===== config.mk =====
export PLATFORM = sky130hd
export DESIGN_NAME = stack_cmd_driver_flat
export DESIGN_NICKNAME = d
export VERILOG_FILES = /design/src/rtl/stack_pkg.sv /design/src/rtl/stack_cmd_driver_if.sv /design/src/rtl/stack_level_tracker.sv /design/src/rtl/stack_cmd_driver.sv /design/src/flat_wrapper.sv
export SDC_FILE = /design/constraint.sdc
export NUM_CORES = 1
export LEC_CHECK = 0
export ABC_AREA = 1
export CORE_ASPECT_RATIO = 1.25
export CORE_MARGIN = 5
export CORE_UTILIZATION = 50
export CTS_CLUSTER_SIZE = 20
export DETAILED_ROUTE_END_ITERATION = 6
export GPL_TIMING_DRIVEN = 0
export MAX_ROUTING_LAYER = met4
export PLACE_DENSITY_LB_ADDON = 0.12
export SYNTH_ARGS = -nofsm -noshare
export SYNTH_HDL_FRONTEND = slang
export SYNTH_SLANG_ARGS = --single-unit

===== constraint.sdc =====
create_clock -name clk -period 4.2 [get_ports clk]
set_clock_uncertainty 0.2 [all_clocks]
set_input_delay 0.84 -clock clk [delete_from_list [all_inputs] [get_ports clk]]
set_output_delay 0.84 -clock clk [all_outputs]
set_load 0.03 [all_outputs]

===== src/rtl/stack_pkg.sv =====
// Shared constants for the stack command driver: defaults, opcodes, FSM encoding.
package stack_pkg;

    localparam int STACK_DATA_W = 4;
    localparam int STACK_DEPTH  = 8;

    // Command opcodes carried on cmd_op.
    localparam logic OP_PUSH = 1'b0;
    localparam logic OP_POP  = 1'b1;

    // Driver FSM encoding, also visible on the dbg_state port.
    localparam logic [1:0] ST_IDLE  = 2'd0;
    localparam logic [1:0] ST_ISSUE = 2'd1;
    localparam logic [1:0] ST_WAIT  = 2'd2;
    localparam logic [1:0] ST_RESP  = 2'd3;

    // Read-latency countdown width; RD_LAT is at most 4.
    localparam int WAIT_W = 3;

endpackage


===== src/rtl/stack_cmd_driver_if.sv =====
// Command/response stream bundle between the command source and the driver.
// Handshake rule for both streams: a transfer happens on the rising clk edge
// where valid and ready are both high; the producer holds valid and payload
// stable until that edge and never withdraws valid before it.
interface stack_cmd_if #(
    parameter int DATA_W = 4
) ();
    logic              cmd_valid;
    logic              cmd_ready;
    logic              cmd_op;
    logic [DATA_W-1:0] cmd_data;
    logic              rsp_valid;
    logic              rsp_ready;
    logic [DATA_W-1:0] rsp_data;
    logic              rsp_err;

    // Command source / response consumer side.
    modport master (
        output cmd_valid, cmd_op, cmd_data, rsp_ready,
        input  cmd_ready, rsp_valid, rsp_data, rsp_err
    );

    // Driver side.
    modport slave (
        input  cmd_valid, cmd_op, cmd_data, rsp_ready,
        output cmd_ready, rsp_valid, rsp_data, rsp_err
    );
endinterface


===== src/rtl/stack_level_tracker.sv =====
// Shadow occupancy counter for the attached stack, with a bound guard and a
// sticky flag raised whenever the shadow view and the stack flags disagree.
module stack_level_tracker #(
    parameter int DEPTH = 8,
    parameter int LVL_W = $clog2(DEPTH + 1)
) (
    input  logic             clk,
    input  logic             rst,
    input  logic             inc_i,
    input  logic             dec_i,
    input  logic             chk_en_i,
    input  logic             stk_full_i,
    input  logic             stk_empty_i,
    output logic [LVL_W-1:0] level_o,
    output logic             desync_o
);

    localparam logic [LVL_W-1:0] FULL_LVL = LVL_W'(DEPTH);

    logic [LVL_W-1:0] level_q, level_d;
    logic             desync_q, desync_d;

    // Next level with saturation; an out-of-range step or a flag mismatch while idle latches desync.
    always_comb begin
        level_d  = level_q;
        desync_d = desync_q;
        if (inc_i) begin
            if (level_q == FULL_LVL) desync_d = 1'b1;
            else                     level_d  = level_q + LVL_W'(1);
        end else if (dec_i) begin
            if (level_q == '0) desync_d = 1'b1;
            else               level_d  = level_q - LVL_W'(1);
        end
        if (chk_en_i && ((stk_full_i != (level_q == FULL_LVL)) ||
                         (stk_empty_i != (level_q == '0)))) begin
            desync_d = 1'b1;
        end
    end

    // Level and sticky desync registers; only rst clears desync.
    always_ff @(posedge clk) begin
        if (rst) begin
            level_q  <= '0;
            desync_q <= 1'b0;
        end else begin
            level_q  <= level_d;
            desync_q <= desync_d;
        end
    end

    assign level_o  = level_q;
    assign desync_o = desync_q;

endmodule


===== src/rtl/stack_cmd_driver.sv =====
// Initiator side of the stack push/pop interface: accepts one command at a
// time, rejects illegal push/pop using the stack's own flags, issues a single
// cycle pulse otherwise, waits out the read latency on pops and returns one
// registered response per command.
module stack_cmd_driver
    import stack_pkg::*;
#(
    parameter int DATA_W = STACK_DATA_W,
    parameter int DEPTH  = STACK_DEPTH,
    parameter int RD_LAT = 1,
    parameter int LVL_W  = $clog2(DEPTH + 1)
) (
    input  logic              clk,
    input  logic              rst,
    stack_cmd_if.slave        cmd,
    output logic              stk_push,
    output logic              stk_pop,
    output logic [DATA_W-1:0] stk_din,
    input  logic [DATA_W-1:0] stk_dout,
    input  logic              stk_full,
    input  logic              stk_empty,
    output logic [LVL_W-1:0]  level,
    output logic              desync,
    output logic [1:0]        dbg_state
);

    logic [1:0]        state_q, state_d;
    logic              op_q, op_d;
    logic [WAIT_W-1:0] wait_cnt_q, wait_cnt_d;
    logic              cmd_ready_q, cmd_ready_d;
    logic              rsp_valid_q, rsp_valid_d;
    logic              rsp_err_q, rsp_err_d;
    logic [DATA_W-1:0] rsp_data_q, rsp_data_d;
    logic              stk_push_q, stk_push_d;
    logic              stk_pop_q, stk_pop_d;
    logic [DATA_W-1:0] stk_din_q, stk_din_d;

    // FSM next state and next values of every registered output.
    always_comb begin
        state_d     = state_q;
        op_d        = op_q;
        wait_cnt_d  = wait_cnt_q;
        cmd_ready_d = cmd_ready_q;
        rsp_valid_d = rsp_valid_q;
        rsp_err_d   = rsp_err_q;
        rsp_data_d  = rsp_data_q;
        stk_din_d   = stk_din_q;
        stk_push_d  = 1'b0;
        stk_pop_d   = 1'b0;
        case (state_q)
            ST_IDLE: begin
                if (cmd.cmd_valid) begin
                    op_d        = cmd.cmd_op;
                    cmd_ready_d = 1'b0;
                    if ((cmd.cmd_op == OP_PUSH && stk_full) ||
                        (cmd.cmd_op == OP_POP && stk_empty)) begin
                        state_d     = ST_RESP;
                        rsp_valid_d = 1'b1;
                        rsp_err_d   = 1'b1;
                        rsp_data_d  = '0;
                    end else begin
                        state_d    = ST_ISSUE;
                        stk_push_d = (cmd.cmd_op == OP_PUSH);
                        stk_pop_d  = (cmd.cmd_op == OP_POP);
                        stk_din_d  = cmd.cmd_data;
                    end
                end
            end
            ST_ISSUE: begin
                if (op_q == OP_PUSH) begin
                    state_d     = ST_RESP;
                    rsp_valid_d = 1'b1;
                    rsp_err_d   = 1'b0;
                    rsp_data_d  = '0;
                end else begin
                    state_d    = ST_WAIT;
                    wait_cnt_d = WAIT_W'(RD_LAT);
                end
            end
            ST_WAIT: begin
                // Count of 1 marks the cycle in which stk_dout carries the popped word.
                if (wait_cnt_q == WAIT_W'(1)) begin
                    state_d     = ST_RESP;
                    rsp_valid_d = 1'b1;
                    rsp_err_d   = 1'b0;
                    rsp_data_d  = stk_dout;
                end else begin
                    wait_cnt_d = wait_cnt_q - WAIT_W'(1);
                end
            end
            ST_RESP: begin
                if (cmd.rsp_ready) begin
                    state_d     = ST_IDLE;
                    cmd_ready_d = 1'b1;
                    rsp_valid_d = 1'b0;
                    rsp_err_d   = 1'b0;
                    rsp_data_d  = '0;
                end
            end
            default: begin
                state_d     = ST_IDLE;
                cmd_ready_d = 1'b1;
            end
        endcase
    end

    // State and output registers; reset abandons any pulse, wait or response in flight.
    always_ff @(posedge clk) begin
        if (rst) begin
            state_q     <= ST_IDLE;
            op_q        <= OP_PUSH;
            wait_cnt_q  <= '0;
            cmd_ready_q <= 1'b1;
            rsp_valid_q <= 1'b0;
            rsp_err_q   <= 1'b0;
            rsp_data_q  <= '0;
            stk_push_q  <= 1'b0;
            stk_pop_q   <= 1'b0;
            stk_din_q   <= '0;
        end else begin
            state_q     <= state_d;
            op_q        <= op_d;
            wait_cnt_q  <= wait_cnt_d;
            cmd_ready_q <= cmd_ready_d;
            rsp_valid_q <= rsp_valid_d;
            rsp_err_q   <= rsp_err_d;
            rsp_data_q  <= rsp_data_d;
            stk_push_q  <= stk_push_d;
            stk_pop_q   <= stk_pop_d;
            stk_din_q   <= stk_din_d;
        end
    end

    // Shadow level follows the issued pulses; flags are compared only while idle.
    stack_level_tracker #(
        .DEPTH (DEPTH),
        .LVL_W (LVL_W)
    ) u_level (
        .clk         (clk),
        .rst         (rst),
        .inc_i       (stk_push_q),
        .dec_i       (stk_pop_q),
        .chk_en_i    (state_q == ST_IDLE),
        .stk_full_i  (stk_full),
        .stk_empty_i (stk_empty),
        .level_o     (level),
        .desync_o    (desync)
    );

    assign cmd.cmd_ready = cmd_ready_q;
    assign cmd.rsp_valid = rsp_valid_q;
    assign cmd.rsp_err   = rsp_err_q;
    assign cmd.rsp_data  = rsp_data_q;
    assign stk_push      = stk_push_q;
    assign stk_pop       = stk_pop_q;
    assign stk_din       = stk_din_q;
    assign dbg_state     = state_q;

endmodule


===== src/flat_wrapper.sv =====
// flat-port wrapper written by rule: the top's interface ports become plain ports
module stack_cmd_driver_flat import stack_pkg::*;
#(
    parameter int DATA_W = STACK_DATA_W,
    parameter int DEPTH  = STACK_DEPTH,
    parameter int RD_LAT = 1,
    parameter int LVL_W  = $clog2(DEPTH + 1)
)
  (clk, rst, stk_push, stk_pop, stk_din, stk_dout, stk_full, stk_empty, level, desync, dbg_state, cmd_cmd_valid, cmd_cmd_op, cmd_cmd_data, cmd_rsp_ready, cmd_cmd_ready, cmd_rsp_valid, cmd_rsp_data, cmd_rsp_err);
  stack_cmd_if #(.DATA_W(DATA_W)) cmd_i ();
  input  logic clk;
  input  logic rst;
  output logic stk_push;
  output logic stk_pop;
  output logic [DATA_W-1:0] stk_din;
  input  logic [DATA_W-1:0] stk_dout;
  input  logic stk_full;
  input  logic stk_empty;
  output logic [LVL_W-1:0] level;
  output logic desync;
  output logic [1:0] dbg_state;
  input wire logic [$bits(cmd_i.cmd_valid)-1:0] cmd_cmd_valid;
  input wire logic [$bits(cmd_i.cmd_op)-1:0] cmd_cmd_op;
  input wire logic [$bits(cmd_i.cmd_data)-1:0] cmd_cmd_data;
  input wire logic [$bits(cmd_i.rsp_ready)-1:0] cmd_rsp_ready;
  output wire logic [$bits(cmd_i.cmd_ready)-1:0] cmd_cmd_ready;
  output wire logic [$bits(cmd_i.rsp_valid)-1:0] cmd_rsp_valid;
  output wire logic [$bits(cmd_i.rsp_data)-1:0] cmd_rsp_data;
  output wire logic [$bits(cmd_i.rsp_err)-1:0] cmd_rsp_err;
  assign cmd_i.cmd_valid = cmd_cmd_valid;
  assign cmd_i.cmd_op = cmd_cmd_op;
  assign cmd_i.cmd_data = cmd_cmd_data;
  assign cmd_i.rsp_ready = cmd_rsp_ready;
  assign cmd_cmd_ready = cmd_i.cmd_ready;
  assign cmd_rsp_valid = cmd_i.rsp_valid;
  assign cmd_rsp_data = cmd_i.rsp_data;
  assign cmd_rsp_err = cmd_i.rsp_err;
  stack_cmd_driver #(.DATA_W(DATA_W), .DEPTH(DEPTH), .RD_LAT(RD_LAT), .LVL_W(LVL_W)) u_core (.clk(clk), .rst(rst), .cmd(cmd_i), .stk_push(stk_push), .stk_pop(stk_pop), .stk_din(stk_din), .stk_dout(stk_dout), .stk_full(stk_full), .stk_empty(stk_empty), .level(level), .desync(desync), .dbg_state(dbg_state));
endmodule

# Yosys cells after proc, flatten, opt, wreduce, memory -nomap -nowiden
# Index checks and enable logic that the tools add are counted.
# classes
n_reduce_logical,21
n_addsub,3
bitwise,4
eq_ne,17
mux,36
# ops
op,count
$mux 4,9
$reduce_and 3->1,6
$pmux 4 s4,1
$mux 1,15
$ne 2x2->1 const B,5
$mux 2,4
$ne 2x1->1 const B,4
$pmux 1 s4,2
$pmux 2 s4,1
$mux 3,2
$pmux 3 s2,1
$reduce_bool 2->1,3
$reduce_bool 3->1,2
$reduce_and 5->1,1
$add 4x1->4 const B,1
$eq 2x2->1 const B,2
$eq 4x4->1 const B,1
$logic_not 4->1,1
$not 1->1,4
$reduce_or 4->1,1
$sub 4x1->4 const B,1
$eq 3x1->1 const B,1
$logic_and 1x1->1,3
$ne 3x3->1 const B,1
other kinds (7),9
# totals
elab_cells,93
ff_bits,24
out_inout_bits,20
input_bits,15

# Depth between registers and ports, before layout
# depth
ltp_word,6
depth_mapped,10
mapped_depth_nobuf,9

# Modules after synthesis
# Synthesis repeated with hierarchy kept, for this count alone.
# hier_totals
cells_unflattened,196
hier_area_um2,1340.0
# by_module_without_submodules
mod,area_each_um2,seq_area_each_um2,cells_each,n_inst
stack_cmd_driver,957.2,380.4,136,1
stack_level_tracker,382.9,100.1,60,1

# Least setup slack after synthesis
# Ideal clock, no wire load.
# synth_path
path_kind,register to register
from,reg u_core.stk_push_q (netlist: u_core.stk_push)
to,reg u_core.u_level.level_q[3] (netlist: u_core.u_level.level_o[3])
period_less_slack_ns,1.870
setup_time_ns,0.070
t_required_ns,3.930
path_slack_ns,2.330
stages_incl_launch_ff,9
arrival_ns,1.600
n_path_buf,0
cell_sequence,dfxtp_1 inv_1 ha_1 or2_2 nand2_1 nand2_1 nand2_1 nand2_1 a21oi_1
# synth_via
elab_chain_cells,2
word_cells_on_any_way,5
cone_classes,eq/ne: 2; mux: 1; reduce/logical: 2
# synth_rtl
item,line,text
start: declaration,stack_cmd_driver.sv:34,"logic stk_push_q, stk_push_d;"
start signal: assignment,stack_cmd_driver.sv:128,stk_push_q <= stk_push_d;
$ne 2x1->1 (no line) (tied with other cells),--,
$reduce_and 3->1 (no line),--,
end signal: assignment,stack_level_tracker.sv:46,level_q <= level_d;
end: declaration,stack_level_tracker.sv:20,"logic [LVL_W-1:0] level_q, level_d;"
# Parallel ways exist; a longest one is shown, timed or not.
# A chain may end at the register's enable or synchronous reset.

# Worst setup path after layout
# layout_path
from,reg u_core.u_level.level_q[0] (netlist: u_core.u_level.level_o[0])
to,out level[0]
# layout_lines
item,line,text
end: declaration,flat_wrapper.sv:19,output logic [LVL_W-1:0] level;
# No word-level cell between the ends.

==> run metrics <==
adder-cell area share of the yosys netlist approximately 8.6%; drt drc 0; area leader, netlist dfxtp_1; DR iter-0 viols 33; CTS H-tree depth 1; Longest Clk Path Bufs 2; crit path DAT roughly 1.5 ns; total die area approximately 4000 µm²; main combinational cell family by area after synthesis simple AND/OR/NAND/NOR gates; count leader, synth nand2_1; leakage power slightly above 0.8 nW; Ys Warns 0; Post-DRT Antenna Nets 0; setup bufs post-CTS 0; register bit count reported by yosys 24; CP bufs+invs 1; end-of-flow core utilization roughly two thirds; Final Hold Viols 0; Place WS 1.812 ns; distinct cell type count after synthesis 25; final wirelength between 2000 and 3000 µm; CP Cell Sequence clkdlybuf4s50_1; CTS tree yes; share of layout cells above drive strength 1 just under 9%; MaxCap Viol Count 0; worst hold path type reg -> reg; xor/xnor cell area share of the yosys netlist roughly 1.3%; post-DP HPWL roughly 2300 µm; simple-gate share of the synthesized area 34.70%; # rows 21; Placeable Area 2680 µm²; wire length of the first global-routing pass between 5000 and 6000 µm; hold buffer count at CTS 0; Die Y slightly below 70 µm; Vias about 1.3k; Synth Area in Compound Gates a little under a tenth; Die Span X 57.31 µm; post_cts resized 0; post-synthesis async set-or-reset flop share 0%; final net count 260; VDD IR max slightly below 0.0005 V; crit-path max cell delay approximately 0.71 ns; Worst path slowest cell clkdlybuf4s50_1; minimum clock period between 2 and 3 ns; Mean Syn Cell Area slightly above 7 µm²; total negative slack 0 ns; synth cell count leaders nand2_1 (50), inv_1 (35), dfxtp_1 (24); Synth area leaders dfxtp_1 (34%), nand2_1 (13%), inv_1 (9.4%); CTS root buffer clkbuf_4; P&R area growth vs syn 30.41%; RSZ-0062 raised after global routing false; Gate Count Post-Synth between 150 and 200; mux cell area share after synthesis 0%; Vias/cell around 4.8; DR pass1 iterations 4; DP Cell Count 265; Max Fclk around 400 MHz; status completed; Design Area, Final ~1800 µm²; Slew headroom roughly 79%; PD cells 666.0 nW/µm²; largest net degree at the start of global routing 15; crit path kind reg -> out; Clock Latency Late Sink between 0.3 and 0.4 ns; PortBufs 33; Inserted Diodes 0; Worst EP required 3.16 ns; Placement Cell Area ~1800 µm²; max-slew violation count 0; CTS Buf Count 3; clk sink count 24; GRT overflow 0; critical path startpoint category register; Critical Path Sink Type output pin; crit share post-route roughly three fifths; setup ws final approximately 1.7 ns; Overall Global Routing Usage approximately 16%; # IOs 35; Worst Max-Slew Pin Slew 0.3102 ns; final setup vio count 0; Main synth FF type dfxtp_1; initial antenna violation count 0; syn nets roughly 220; Post-Syn Area approximately 1400 µm²; Pwr Total about 1.2 mW; Yosys top cell area share 34.35%; CP Max Fanout 6; post-DR wirelength/cell between 10 and 15 µm; vias in the first global route between 1k and 1.5k; initial core utilization roughly 52%; GPL Wtd Cong ~0.86; Fin Hold WS approximately 0.25 ns; EDFF count, synth 0; cell family with most CP delay buffers and inverters; register area share after synthesis about a third; Cell Count, Final, Fillers Out ~270; Reg clk slew, reported paths 0.13 ns
-- state kept, by name, indices dropped and copies added (netlist names) --
register                 flops
u_core.cmd.rsp_data          4
u_core.stk_din               4
u_core.u_level.level_o       4
u_core.wait_cnt_q            3
u_core.dbg_state             2
u_core.cmd.cmd_ready         1
u_core.cmd.rsp_err           1
u_core.cmd.rsp_valid         1
u_core.op_q                  1
u_core.stk_pop               1
u_core.stk_push              1
u_core.u_level.desync_o      1
-- tightest hold or removal path, stage by stage (launching register included) --
cell     delay (ns)
dfxtp_1        0.33
inv_1          0.04
a21oi_1        0.05
-- final timing paths --
path	from	end	slack, ns	cells past startpoint
worst max-delay path	u_core.u_level.level_o[0]$_SDFFE_PP0P_	level[0]	1.67	1
worst min-delay path	u_core.stk_din[1]$_SDFFE_PP0P_	u_core.stk_din[1]$_SDFFE_PP0P_	0.25	2
worst max register to register	u_core.dbg_state[0]$_SDFFE_PP0P_	u_core.cmd.rsp_data[2]$_SDFFE_PP0P_	2.41	10
worst min register to register	u_core.stk_din[1]$_SDFFE_PP0P_	u_core.stk_din[1]$_SDFFE_PP0P_	0.25	2
-- per-layer routing --
metal  vias up  track usage (%)  part of all wire, %
met5         -                -                    0
li1        692                -                    -
met4         0            7.732                  1.9
met1       565            17.55                   45
met2        25            28.97                   50
met3         7            2.052                  3.0
-- cell families after synthesis --
logic type      Yosys count
compound gates           24
xor+xnor                  2
buf+inv                  41
simple gates             98
fa+ha+maj                 9
flops                    24
-- cells in the final DEF (no fill, tap or decap), types with 6 or more instances in the layout --
cell type	netlist	routed
clkdlybuf4s50_1	0	33
inv_1	35	35
o21ai_0	12	12
a21oi_1	11	11
nand3_1	12	12
nand2_1	50	50
nand4_1	6	6
nor2_1	17	17
dfxtp_1	24	24
ha_1	8	8
-- where the power goes --
part / internal, mW / total (mW) / switching (mW)
clock network: 0.0965 / 0.168 / 0.0715
logic: 0.280 / 0.707 / 0.427
registers: 0.294 / 0.340 / 0.0457
-- cell type report --
type / instances / area (µm²)
well taps: 34 / 42.54
flip-flops and latches: 24 / 480.5
fillers: 235 / 855.8
repair buffers: 33 / 330.3
clock inverters: 1 / 30.03
clock buffers: 3 / 22.52
multi-input cells: 133 / 754.5
plain buffers: 3 / 21.27
inverters: 38 / 142.6
Power figures use the tool's default switching activity.
==> variant, RTL diff (config.mk and constraints unchanged) <==
The package constant `STACK_DEPTH` goes from 8 to 16.
--- a/src/rtl/stack_pkg.sv
+++ b/src/rtl/stack_pkg.sv
@@ -2,7 +2,7 @@
 package stack_pkg;
 
     localparam int STACK_DATA_W = 4;
-    localparam int STACK_DEPTH  = 8;
+    localparam int STACK_DEPTH  = 16;
 
     // Command opcodes carried on cmd_op.
     localparam logic OP_PUSH = 1'b0;
Interface: changed (resized level); port bits go from 35 to 36. The function was not compared with the original's and may differ.
==> variant against the original RTL <==
  * Synthesized area rose by 5.6%
  * Global-route usage fell by 0.56 points
  * Largest power group unchanged
  * Worst setup slack got worse by 0.028 ns
  * Routed wire length fell by 0.55%
  * Clock power fell by 36%
  * Via count rose by 2.5%
  * Sequential cell count rose by 1
  * Cell area rose by 3.6%
  * Highest routed layer unchanged
  * Total power fell by 10%
  * First-iteration DRC count rose by 15%
  * Die area rose by 4.7%
  * Combinational power fell by 9.3%
==> variant: results (changes against the original RTL) <==
Int Power = 0.000591 W (-12%)
antenna violations before repair = 0 (unchanged)
final weighted congestion in routability-driven placement = 0.788 (-8.0%)
share of synthesized flip-flops with an asynchronous set or reset = 0 (unchanged)
slowest stage cell on the critical path = sky130_fd_sc_hd__clkdlybuf4s50_1
most frequent cells after synthesis = 55 x sky130_fd_sc_hd__nand2_1, 27 x sky130_fd_sc_hd__inv_1, 25 x sky130_fd_sc_hd__dfxtp_1
status = finished clean
number of global-route vias before repair = 1253 (-4.8%)
longest individual stage delay on the worst path = 0.72 ns
leading cell type by number of instances after synthesis = sky130_fd_sc_hd__nand2_1
PortBufs = 34 (+3.0%)
Inserted Clock Buffers = 3 (unchanged)
share of layout cells above drive strength 1 = 0.110 (+0.0204)
flip-flop count of the largest register after layout = 5
sequential group share of total power = 0.312 (+0.032)
wire length per cell after detailed routing = 10.3 um (-5.1%)
total global routing track utilization = 0.158 (-0.00560)
Clock Power = 0.000107 W (-36%)
Critical Path Fanout Max = 6 (unchanged)
instance area after placement = 1860 um^2 (+5.2%)
largest cells by area after synthesis = sky130_fd_sc_hd__dfxtp_1 34%, sky130_fd_sc_hd__nand2_1 14%, sky130_fd_sc_hd__ha_1 7.6%, sky130_fd_sc_hd__inv_1 6.9%, sky130_fd_sc_hd__nor2_1 6.1%
count of fill cells added during filler insertion = 273 (+16%)
post-synth net total = 233 (+5.0%)
kind of path behind the tightest hold check = register to register
pin count of the biggest net entering global routing = 14 (-1)
vias per cell = 4.68 (-2.2%)
CTS H-Tree Depth = 1 (unchanged)
Syn. warnings = 0 (unchanged)
MaxCap Viol Count = 0 (unchanged)
initial detailed-routing violation count = 38 (+15%)
Peak supply drop = 0.489 mV (+0.67%)
global-route wire length before repair = 5090 um (-2.8%)
DP Worst Slack = 1.83 ns (+0.0203 ns)
antenna diode count = 0 (unchanged)
share of synthesized area occupied by flip-flops and latches = 0.339 (-0.00477)
net count reported at finish = 272 (+4.6%)
HPWL after detailed placement = 2310 um (-1.2%)
clock root cell = sky130_fd_sc_hd__clkbuf_4
clock transition at the register clock pins on the worst setup and hold paths after CTS = 0.13 ns (about the same)
Post-CTS Setup Inserts = 0 (unchanged)
headroom to the max-slew limit = 0.674 (-0.119)
number of resized instances in the post-cts repair step = 0 (unchanged)
leakage power figure = 0.894 nW (+7.6%)
deepest clock path buffer count = 2 (unchanged)
number of library cell types mapped by synthesis = 31 (+24%)
==> variant: cell types whose count changed in the layout (fill, tap and decap cells not counted), sizes merged, moves of 2 or more <==
cell / change
clkbuf: +3
nand2: +6
o21ai: -5
nand4: -7
nor2: +9
a21oi: +2
nand3: +3
inv: -5
==> variant: cell families (layout without fill, tap and decap cells) <==
family	count (synthesis)	after routing	synth area share
adder cells (fa/ha/maj)	10	10	0.0898
XOR/XNOR	4	4	0.0237
AND/OR/NAND/NOR	108	108	0.348
buffers and inverters	38	76	0.116
flip-flops	25	25	0.339
AO/OA/AOI/OAI	23	23	0.0838
==> variant: metrics by stage <==
stage,total power [W],cells
final,0.00109,282
after global routing,0.00119,282
after CTS,0.00110,282
after detailed placement,0.000991,278
after global placement,0.000980,278
after floorplan,0.000810,208
==> variant: worst paths after layout <==
kind                            depth (start not counted)  slack, ns                      to                      start
worst min-delay path                                    2       0.27       u_core.stk_din[0]          u_core.stk_din[0]
worst max-delay path                                    1       1.65                level[0]  u_core.u_level.level_o[0]
worst max register to register                         10       2.44  u_core.cmd.rsp_data[3]        u_core.dbg_state[0]
worst min register to register                          2       0.27       u_core.stk_din[0]          u_core.stk_din[0]
==> variant: routing by layer <==
layer	up-vias	track usage	share of wire
li1	719	-	-
met1	577	0.191	0.46
met2	23	0.265	0.49
met3	2	0.0219	0.044
met4	0	0.0529	0.0072
met5	-	-	0
==> variant: layout make-up <==
type	instances	area, um^2	area share
Inverter	33	126	0.0669
Sequential cell	25	500	0.265
Timing Repair Buffer	34	340	0.180
Clock buffer	4	26.3	0.0139
Buffer	5	45.0	0.0238
Multi-Input combinational cell	145	806	0.426
Tap cell	36	45.0	0.0238
